`src/rtl/tri_span_array.sv`:
```
// rtl/tri_span_array.sv - Multi-channel scanline triangle span rasteriser with Wishbone setup registers
// Ports:
//   wb_clk_i, wb_rst_ni        sole clock, asynchronous active-low reset
//   wbs_cyc_i .. wbs_dat_o     Wishbone slave; adr[4:2] selects the word, upper bits the triangle.
//                              Words 0-4 are configuration, word 5 is live accumulators, words 6-7 read zero.
//   frame_start, line_step     raster controls (frame_start wins when both are high)
//   y_o                        current scanline
//   span_valid, x_start, x_end per-channel span, X fields packed COORD_W bits per channel
module tri_span_array #(
    parameter int NUM_TRI = 4,
    parameter int COORD_W = 8,
    parameter int FRAC_W  = 8
) (
    input  logic                       wb_clk_i,
    input  logic                       wb_rst_ni,
    input  logic                       wbs_cyc_i,
    input  logic                       wbs_stb_i,
    input  logic                       wbs_we_i,
    input  logic [3:0]                 wbs_sel_i,
    input  logic [$clog2(NUM_TRI)+4:0] wbs_adr_i,
    input  logic [31:0]                wbs_dat_i,
    output logic                       wbs_ack_o,
    output logic [31:0]                wbs_dat_o,
    input  logic                       frame_start,
    input  logic                       line_step,
    output logic [COORD_W-1:0]         y_o,
    output logic [NUM_TRI-1:0]         span_valid,
    output logic [NUM_TRI*COORD_W-1:0] x_start,
    output logic [NUM_TRI*COORD_W-1:0] x_end
);

    localparam int AW = COORD_W + FRAC_W;

    logic [COORD_W-1:0] y_top     [NUM_TRI];
    logic [COORD_W-1:0] y_mid     [NUM_TRI];
    logic [COORD_W-1:0] y_bot     [NUM_TRI];
    logic [AW-1:0]      xl_init   [NUM_TRI];
    logic [AW-1:0]      xr_init   [NUM_TRI];
    logic [AW-1:0]      slope_l   [NUM_TRI];
    logic [AW-1:0]      slope_r   [NUM_TRI];
    logic [AW-1:0]      slope_bot [NUM_TRI];
    logic [AW-1:0]      xl_acc    [NUM_TRI];
    logic [AW-1:0]      xr_acc    [NUM_TRI];
    logic [NUM_TRI-1:0] en;
    logic [NUM_TRI-1:0] side;
    logic [COORD_W-1:0] y_q;

    logic [31:0]        tri_sel;
    logic [2:0]         word_sel;
    logic               bus_req;
    logic [31:0]        rd_word;
    logic [31:0]        wr_word;
    logic [NUM_TRI-1:0] step_en;
    logic [NUM_TRI-1:0] upper;
    logic               unused_adr;

    assign tri_sel    = 32'(wbs_adr_i >> 5);
    assign word_sel   = wbs_adr_i[4:2];
    assign unused_adr = ^wbs_adr_i[1:0];
    // A request is taken only while ack is low, so a held strobe is acked every other cycle.
    assign bus_req    = wbs_cyc_i & wbs_stb_i & ~wbs_ack_o;

    // Register image of the addressed word; out-of-range triangles match no channel and read 0.
    always_comb begin
        rd_word = '0;
        for (int t = 0; t < NUM_TRI; t++) begin
            if (tri_sel == 32'(t)) begin
                case (word_sel)
                    3'd0:    rd_word = {16'(y_mid[t]), 16'(y_top[t])};
                    3'd1:    rd_word = {14'd0, side[t], en[t], 16'(y_bot[t])};
                    3'd2:    rd_word = {16'(xr_init[t]), 16'(xl_init[t])};
                    3'd3:    rd_word = {16'(slope_r[t]), 16'(slope_l[t])};
                    3'd4:    rd_word = {16'd0, 16'(slope_bot[t])};
                    3'd5:    rd_word = {16'(xr_acc[t]), 16'(xl_acc[t])};
                    default: rd_word = '0;
                endcase
            end
        end
    end

    // Byte-lane merge of write data over the current image so unselected bytes keep their value.
    always_comb begin
        wr_word = '0;
        for (int b = 0; b < 4; b++) begin
            wr_word[8*b +: 8] = wbs_sel_i[b] ? wbs_dat_i[8*b +: 8] : rd_word[8*b +: 8];
        end
    end

    always_ff @(posedge wb_clk_i or negedge wb_rst_ni) begin
        if (!wb_rst_ni) begin
            wbs_ack_o <= 1'b0;
            wbs_dat_o <= '0;
            en        <= '0;
            side      <= '0;
            for (int t = 0; t < NUM_TRI; t++) begin
                y_top[t]     <= '0;
                y_mid[t]     <= '0;
                y_bot[t]     <= '0;
                xl_init[t]   <= '0;
                xr_init[t]   <= '0;
                slope_l[t]   <= '0;
                slope_r[t]   <= '0;
                slope_bot[t] <= '0;
            end
        end else begin
            wbs_ack_o <= bus_req;
            if (bus_req && !wbs_we_i) begin
                wbs_dat_o <= rd_word;
            end
            for (int t = 0; t < NUM_TRI; t++) begin
                if (bus_req && wbs_we_i && tri_sel == 32'(t)) begin
                    case (word_sel)
                        3'd0: begin
                            y_top[t] <= wr_word[COORD_W-1:0];
                            y_mid[t] <= wr_word[16 +: COORD_W];
                        end
                        3'd1: begin
                            y_bot[t] <= wr_word[COORD_W-1:0];
                            en[t]    <= wr_word[16];
                            side[t]  <= wr_word[17];
                        end
                        3'd2: begin
                            xl_init[t] <= wr_word[AW-1:0];
                            xr_init[t] <= wr_word[16 +: AW];
                        end
                        3'd3: begin
                            slope_l[t] <= wr_word[AW-1:0];
                            slope_r[t] <= wr_word[16 +: AW];
                        end
                        3'd4:    slope_bot[t] <= wr_word[AW-1:0];
                        default: ;
                    endcase
                end
            end
        end
    end

    // A channel steps on lines [y_top, y_bot); below y_mid the side-selected edge uses slope_bot.
    always_comb begin
        step_en = '0;
        upper   = '0;
        for (int t = 0; t < NUM_TRI; t++) begin
            step_en[t] = en[t] && (y_top[t] <= y_q) && (y_q < y_bot[t]);
            upper[t]   = y_q < y_mid[t];
        end
    end

    always_ff @(posedge wb_clk_i or negedge wb_rst_ni) begin
        if (!wb_rst_ni) begin
            y_q <= '0;
            for (int t = 0; t < NUM_TRI; t++) begin
                xl_acc[t] <= '0;
                xr_acc[t] <= '0;
            end
        end else if (frame_start) begin
            y_q <= '0;
            for (int t = 0; t < NUM_TRI; t++) begin
                xl_acc[t] <= xl_init[t];
                xr_acc[t] <= xr_init[t];
            end
        end else if (line_step) begin
            y_q <= y_q + COORD_W'(1);
            for (int t = 0; t < NUM_TRI; t++) begin
                if (step_en[t]) begin
                    xl_acc[t] <= xl_acc[t] + ((upper[t] || side[t])  ? slope_l[t] : slope_bot[t]);
                    xr_acc[t] <= xr_acc[t] + ((upper[t] || !side[t]) ? slope_r[t] : slope_bot[t]);
                end
            end
        end
    end

    assign y_o = y_q;

    always_comb begin
        span_valid = '0;
        x_start    = '0;
        x_end      = '0;
        for (int t = 0; t < NUM_TRI; t++) begin
            span_valid[t]                 = en[t] && (y_top[t] <= y_q) && (y_q <= y_bot[t]);
            x_start[t*COORD_W +: COORD_W] = xl_acc[t][FRAC_W +: COORD_W];
            x_end[t*COORD_W +: COORD_W]   = xr_acc[t][FRAC_W +: COORD_W];
        end
    end

endmodule

```
`config.mk`:
```
export PLATFORM = sky130hd
export DESIGN_NAME = tri_span_array
export DESIGN_NICKNAME = d
export VERILOG_FILES = /design/src/rtl/tri_span_array.sv
export SDC_FILE = /design/constraint.sdc
export NUM_CORES = 2
export LEC_CHECK = 0
export ABC_AREA = 1
export CORE_UTILIZATION = 45
export DETAILED_ROUTE_END_ITERATION = 12
export DONT_BUFFER_PORTS = 1
export PLACE_DENSITY_LB_ADDON = 0.25
export RECOVER_POWER = 100
export SYNTH_ARGS = -nofsm -noshare
export SYNTH_HDL_FRONTEND = slang
export SYNTH_SLANG_ARGS = --single-unit
```
`constraint.sdc`:
```
create_clock -name wb_clk_i -period 4.2 [get_ports wb_clk_i]
set_input_delay 0.84 -clock wb_clk_i [delete_from_list [all_inputs] [get_ports wb_clk_i]]
set_output_delay 0.84 -clock wb_clk_i [all_outputs]
set_load 0.02 [all_outputs]
```
Yosys cells after proc, flatten, opt, wreduce, memory -nomap -nowiden
Cells that the tools add are included.
{ "classes": {"n_addsub": 9, "n_lt_le_gt_ge": 16, "n_reduce_logical": 62, "n_eq_ne": 8, "mux": 34, "bitwise_logic": 3} }
{ "ops": {"columns": ["cell", "n"], "rows": [
  ["$pmux W32 S6", 4],
  ["$mux W16", 16],
  ["$mux W64", 4],
  ["$add A16 B16 Y16", 8],
  ["$mux W32", 4],
  ["$le A8 B8 Y1", 8],
  ["$lt A8 B8 Y1", 8],
  ["$mux W8", 6],
  ["$reduce_and A2 Y1", 24],
  ["$logic_not A32 Y1", 1],
  ["$logic_and A1 B1 Y1", 18],
  ["$reduce_bool A2 Y1", 5],
  ["$add A8 B1 Y8 const B", 1],
  ["$logic_or A1 B1 Y1", 8],
  ["$eq A3 B2 Y1 const B", 2],
  ["$eq A3 B3 Y1 const B", 2],
  ["$logic_not A1 Y1", 5],
  ["$eq A2 B2 Y1 const B", 2],
  ["$eq A3 B1 Y1 const B", 1],
  ["$logic_not A3 Y1", 1],
  ["$and A1 B1 Y1", 2],
  ["$eq A2 B1 Y1 const B", 1],
  ["$not A1 Y1", 1]
]} }
{ "word_totals": {"ff_bits": 593, "in_bits": 50} }

Depth between registers and ports, before layout
{ "logic_depth": {"word_depth": 7, "mapped_depth": 25} }

Least setup slack after synthesis
OpenSTA, ideal clock, no wires.
{ "synth_path": {"kind": "register to register", "startpoint": "register y_q[5], in the netlist y_o[5]", "endpoint": "register xr_acc (netlist bit x_end[18])", "period_less_slack_ns": 3.462, "t_arrival_ns": 3.338, "stages_incl_launch_ff": 18, "path_slack_ns": 0.738, "t_required_ns": 4.076, "cell_sequence": "dfrtp_1 ha_1 a21oi_1 nor2_1 nor3_1 nand2_1 nand2_1 clkbuf_1 o21ai_0 ha_1 fa_1 nand3_1 nand3_1 a21oi_1 o21bai_1 or2_2 nand3_1 nand3_1"} }
{ "synth_between": {"elab_chain_len": 7} }
{ "synth_lines": {"columns": ["item", "line", "source"], "rows": [
  ["from (decl)", "46", "logic [COORD_W-1:0] y_q;"],
  ["from (signal assigned)", "162", "y_q <= y_q + COORD_W'(1);"],
  ["$lt A8 B8 Y1", "144", "upper[t] = y_q < y_mid[t];"],
  ["$logic_or A1 B1 Y1", "166", "xr_acc[t] <= xr_acc[t] + ((upper[t] || !side[t]) ? slope_r[t] : slope_bot[t]);"],
  ["$mux W16", "166", null],
  ["$add A16 B16 Y16", "166", null],
  ["$mux W16", "164", "if (step_en[t]) begin"],
  ["$mux W64", "161", "end else if (line_step) begin"],
  ["$mux W64", "155", "end else if (frame_start) begin"],
  ["to (signal, indexed assignment)", "159", "xr_acc[t] <= xr_init[t];"],
  ["to (signal, indexed assignment)", "166", null],
  ["to (decl)", "43", "logic [AW-1:0] xr_acc [NUM_TRI];"]
]} }
Several ways; a longest one is shown, not always the timed one. The select of a mux whose other input is x is not followed.
A chain may end at the register's enable or synchronous reset.

Final worst setup path
{ "layout_path": {"startpoint": "input wbs_adr_i[4]", "endpoint": "register slope_r[42] (netlist name)"} }
{ "layout_between": {"elab_chain_len": 7} }
{ "layout_lines": {"columns": ["item", "line", "source"], "rows": [
  ["from (decl)", "20", "input logic [$clog2(NUM_TRI)+4:0] wbs_adr_i,"],
  ["$eq A3 B3 Y1 (tied with other cells)", "68", "case (word_sel)"],
  ["$pmux W32 S6", "68", null],
  ["$mux W32 (4 in a row)", "67", "if (tri_sel == 32'(t)) begin"],
  ["$mux W8", "85", "wr_word[8*b +: 8] = wbs_sel_i[b] ? wbs_dat_i[8*b +: 8] : rd_word[8*b +: 8];"],
  ["to (signal, indexed assignment)", "128", "slope_r[t] <= wr_word[16 +: AW];"],
  ["to (decl)", "40", "logic [AW-1:0] slope_r [NUM_TRI];"]
]} }
Several ways; a longest one is shown, not always the timed one.

==> qor.txt <==
Worst hold path class = in -> async
Reg-to-Reg Start = y_o[5]$_DFFE_PN0P_
Syn. warnings = 0
Seq pwr share = 0.432
Cells after DPL = 6,378
Combinational power share = 0.170
WS Path Type = in -> reg
R2r worst-path depth = 17
Fillers = 8,609
Final Hold Fails = 9
Footprint of the multi-input gates = 0.0205 mm^2
Final Cycle Share = 1.00
Count of state elements after synthesis = 593
LEAKAGE = 21.2 nW
Root buffer cell = clkbuf_16
DIE WIDTH = 295 um
First-pass GRT wire length = 235 mm
# rows = 107
Area Growth Syn to Fin = 7.95%
Total clock sinks = 593
Internal power component = 10.7 mW
Async S/R FF share, synth = 1.00
Routed len/inst = 24.7 um
Post-synth top flop = dfrtp_1
Post-place instance area = 0.0396 mm^2
Mapped Area = 0.0386 mm^2
Hold_ws = -0.0607 ns
Detailed-route via count = 38,700
Netlist cell types = 48
Final #Nets = 5,584
CP Launch Type = primary input
Reg-to-reg slack, setup = 0.05 ns
Least-Margin Pin Slew = 4.56 ns
Psw = 4.96 mW
Skew final = 0.0297 ns
Setup TNS = -0.0145 ns
Fin cells = 6,503
Worst VDD drop = 0.000303 V
Final setup viols = 1
IO Port Bufs = 0
Slew Limit Fails = 579
CP required = 4.75 ns
Routability cong. = 0.989
Postcts setup bufs = 0
Maximum clock frequency = 237 MHz
Antenna-violating nets left = 0
Design Area, Final = 0.0417 mm^2
Syn_nets = 5,697
Final WS setup = -0.0145 ns
DR DRC count = 0
Core Area = 0.0851 mm^2
Critical path arrival = 4.77 ns
CTS Buffer Depth = 3
DRT iter0 DRCs = 5,222
R2R Path End = x_end[5]$_DFFE_PN0P_
Post-DP HPWL = 113 mm
Final WL = 161 mm
Number of global-route vias before repair = 35,300
Worst-skew pair later-pin latency = 0.63 ns
Htree depth = 3
EDFF count, synth = 0
Tot GR Track Use = 0.366
Run status = complete, but fails checks
Fin crit period = 4.21 ns
Total CTS buffers = 71
Crit path max fanout = 24
Router iterations before antenna repair = 6
CTS tree = done
Congestion Overflow GR = 0
Headroom to the max-slew limit = -2.04
# Max-Cap Violations = 1
Place WS = 0.364 ns
Die area = 0.0870 mm^2
DIE HEIGHT = 295 um
Power density over cell area = 375 mW/mm^2
Register area = 0.0148 mm^2
Num ports = 159
Worst-path clk slew = 0.06 ns
Initial Utilization = 0.454
Setup crit end kind = flip-flop
Overall power = 15.7 mW
Synth Area per Inst = 7.13 um^2
Sequential area share after synthesis = 0.384
Failing checks = hold timing, capacitance limit, slew limit, setup timing
Switching share of power = 0.317
Clk pwr share = 0.398
Largest net degree at the start of global routing = 594
Gate count after technology mapping = 5,420
Share of cells above drive strength 1 = 0.0589
Routed vias/inst = 5.95
Initial antenna violation count = 10
==> power by group through the flow <==
stage	clock (mW)	combinational [mW]	sequential (mW)
4_1_cts	6.26	2.61	6.74
3_3_place_gp	0	2.56	6.83
5_1_grt	6.47	2.91	6.81
3_5_place_dp	0	2.60	6.84
6_report	6.23	2.66	6.77
2_1_floorplan	0	1.97	6.60
==> cell families (layout without fill, tap and decap cells) <==
family,after synthesis,in the layout,share of synthesized area
other,0,7,0
xor gates and xnor gates,65,65,0.0147
AOI/OAI and AO/OA,797,797,0.117
adders and majority gates,227,227,0.0751
buffers and inverters,727,659,0.0845
DFF,593,593,0.384
and+or+nand+nor,3011,3011,0.324
==> sequential cells by signal, indices dropped and copies added (netlist names) <==
name	cells
xl_acc	32
y_mid	32
y_o	8
xl_init	64
side	4
xr_acc	32
y_bot	32
en	4
xr_init	64
slope_r	64
wbs_ack_o	1
x_start	32
slope_l	64
x_end	32
wbs_dat_o	32
slope_bot	64
y_top	32
==> Yosys cell counts (37+ instances only) <==
cell / n / share of area
nand2_1: 2020 / 0.20
nand3_1: 646 / 0.084
dfrtp_1: 593 / 0.38
inv_1: 363 / 0.035
o21ai_0: 319 / 0.041
a21oi_1: 226 / 0.029
ha_1: 219 / 0.071
nor2_1: 189 / 0.018
clkbuf_1: 129 / 0.013
buf_4: 90 / 0.017
buf_2: 72 / 0.0093
or2_2: 43 / 0.0070
nand4_1: 42 / 0.0068
a31oi_1: 40 / 0.0065
o211ai_1: 37 / 0.0072
==> routing by layer <==
metal / vias to the layer above / wire, um / track usage
li1: 17500 / - / -
met1: 18500 / 66600 / 0.510
met2: 2324 / 65400 / 0.519
met3: 409 / 20000 / 0.105
met4: 10 / 8780 / 0.171
met5: - / 60 / 0
==> critical path, stage by stage <==
cell and delay (ns):
inv_1 0.14, nand2_1 0.07, nor2_1 0.88, clkbuf_1 1.33, a21oi_1 0.38, a32oi_1 0.28, nand3_1 0.11, nand2_1 0.43
nand3_1 0.17, nand2_1 0.10
==> worst max path at each step <==
stage,cells after the start,endpoint,slack (ns),from
after floorplan,17,x_end[18]$_DFFE_PN0P_,0.74,y_o[5]$_DFFE_PN0P_
after global placement,16,x_start[10]$_DFFE_PN0P_,0.41,y_o[3]$_DFFE_PN0P_
after detailed placement,16,x_end[10]$_DFFE_PN0P_,0.36,y_o[3]$_DFFE_PN0P_
after CTS,10,span_valid[1],0.02,y_o[3]$_DFFE_PN0P_
after global routing,18,x_end[14]$_DFFE_PN0P_,-0.001,y_o[4]$_DFFE_PN0P_
final,10,slope_r[42]$_DFFE_PN0P_,-0.01,wbs_adr_i[4]
==> per-stage QoR <==
step	util	hold WS (ns)
after floorplan	-	0.449
after CTS	0.492	-0.0503
after global routing	0.490	-0.0763
after detailed placement	0.465	0.465
after global placement	0.465	0.461
final	0.490	-0.0607
==> cells in the final DEF (no fill, tap or decap), types with 10 or more instances in the layout <==
| cell | count |
|---|---|
| nor2_2 | 16 |
| o21ai_0 | 332 |
| or2_2 | 43 |
| nand3b_1 | 16 |
| dfrtp_1 | 590 |
| a21o_1 | 24 |
| inv_1 | 365 |
| o211ai_1 | 37 |
| o22ai_1 | 18 |
| a31oi_1 | 40 |
| xnor2_1 | 32 |
| clkbuf_16 | 73 |
| buf_4 | 111 |
| clkbuf_1 | 40 |
| nand2_1 | 2023 |
| xor2_1 | 33 |
| nand3_1 | 651 |
| nand4_1 | 42 |
| o21ai_1 | 10 |
| ha_1 | 219 |
| nor3_1 | 29 |
| o21bai_1 | 29 |
| nor2_1 | 183 |
| o2111ai_1 | 18 |
| a22oi_1 | 21 |
| a21oi_1 | 225 |
| o21a_1 | 17 |
| buf_12 | 11 |
| inv_2 | 12 |
==> timing repair <==
| action | 4_1_cts | 5_1_grt |
|---|---|---|
| endpoints found under the hold margin | 353 | 224 |
| resized for setup | 0 | 5 |
| endpoints found under the setup margin | 0 | 6 |
==> final cells by class <==
class | count | area share
well taps | 1144 | 0.0343
inverters | 387 | 0.0349
clock inverters | 15 | 0.00546
diodes | 7 | 0.000420
repair buffers | 154 | 0.0289
multi-input cells | 4100 | 0.492
clock buffers | 103 | 0.0482
flip-flops and latches | 593 | 0.356
No activity file was read; power rests on OpenSTA's default activity.
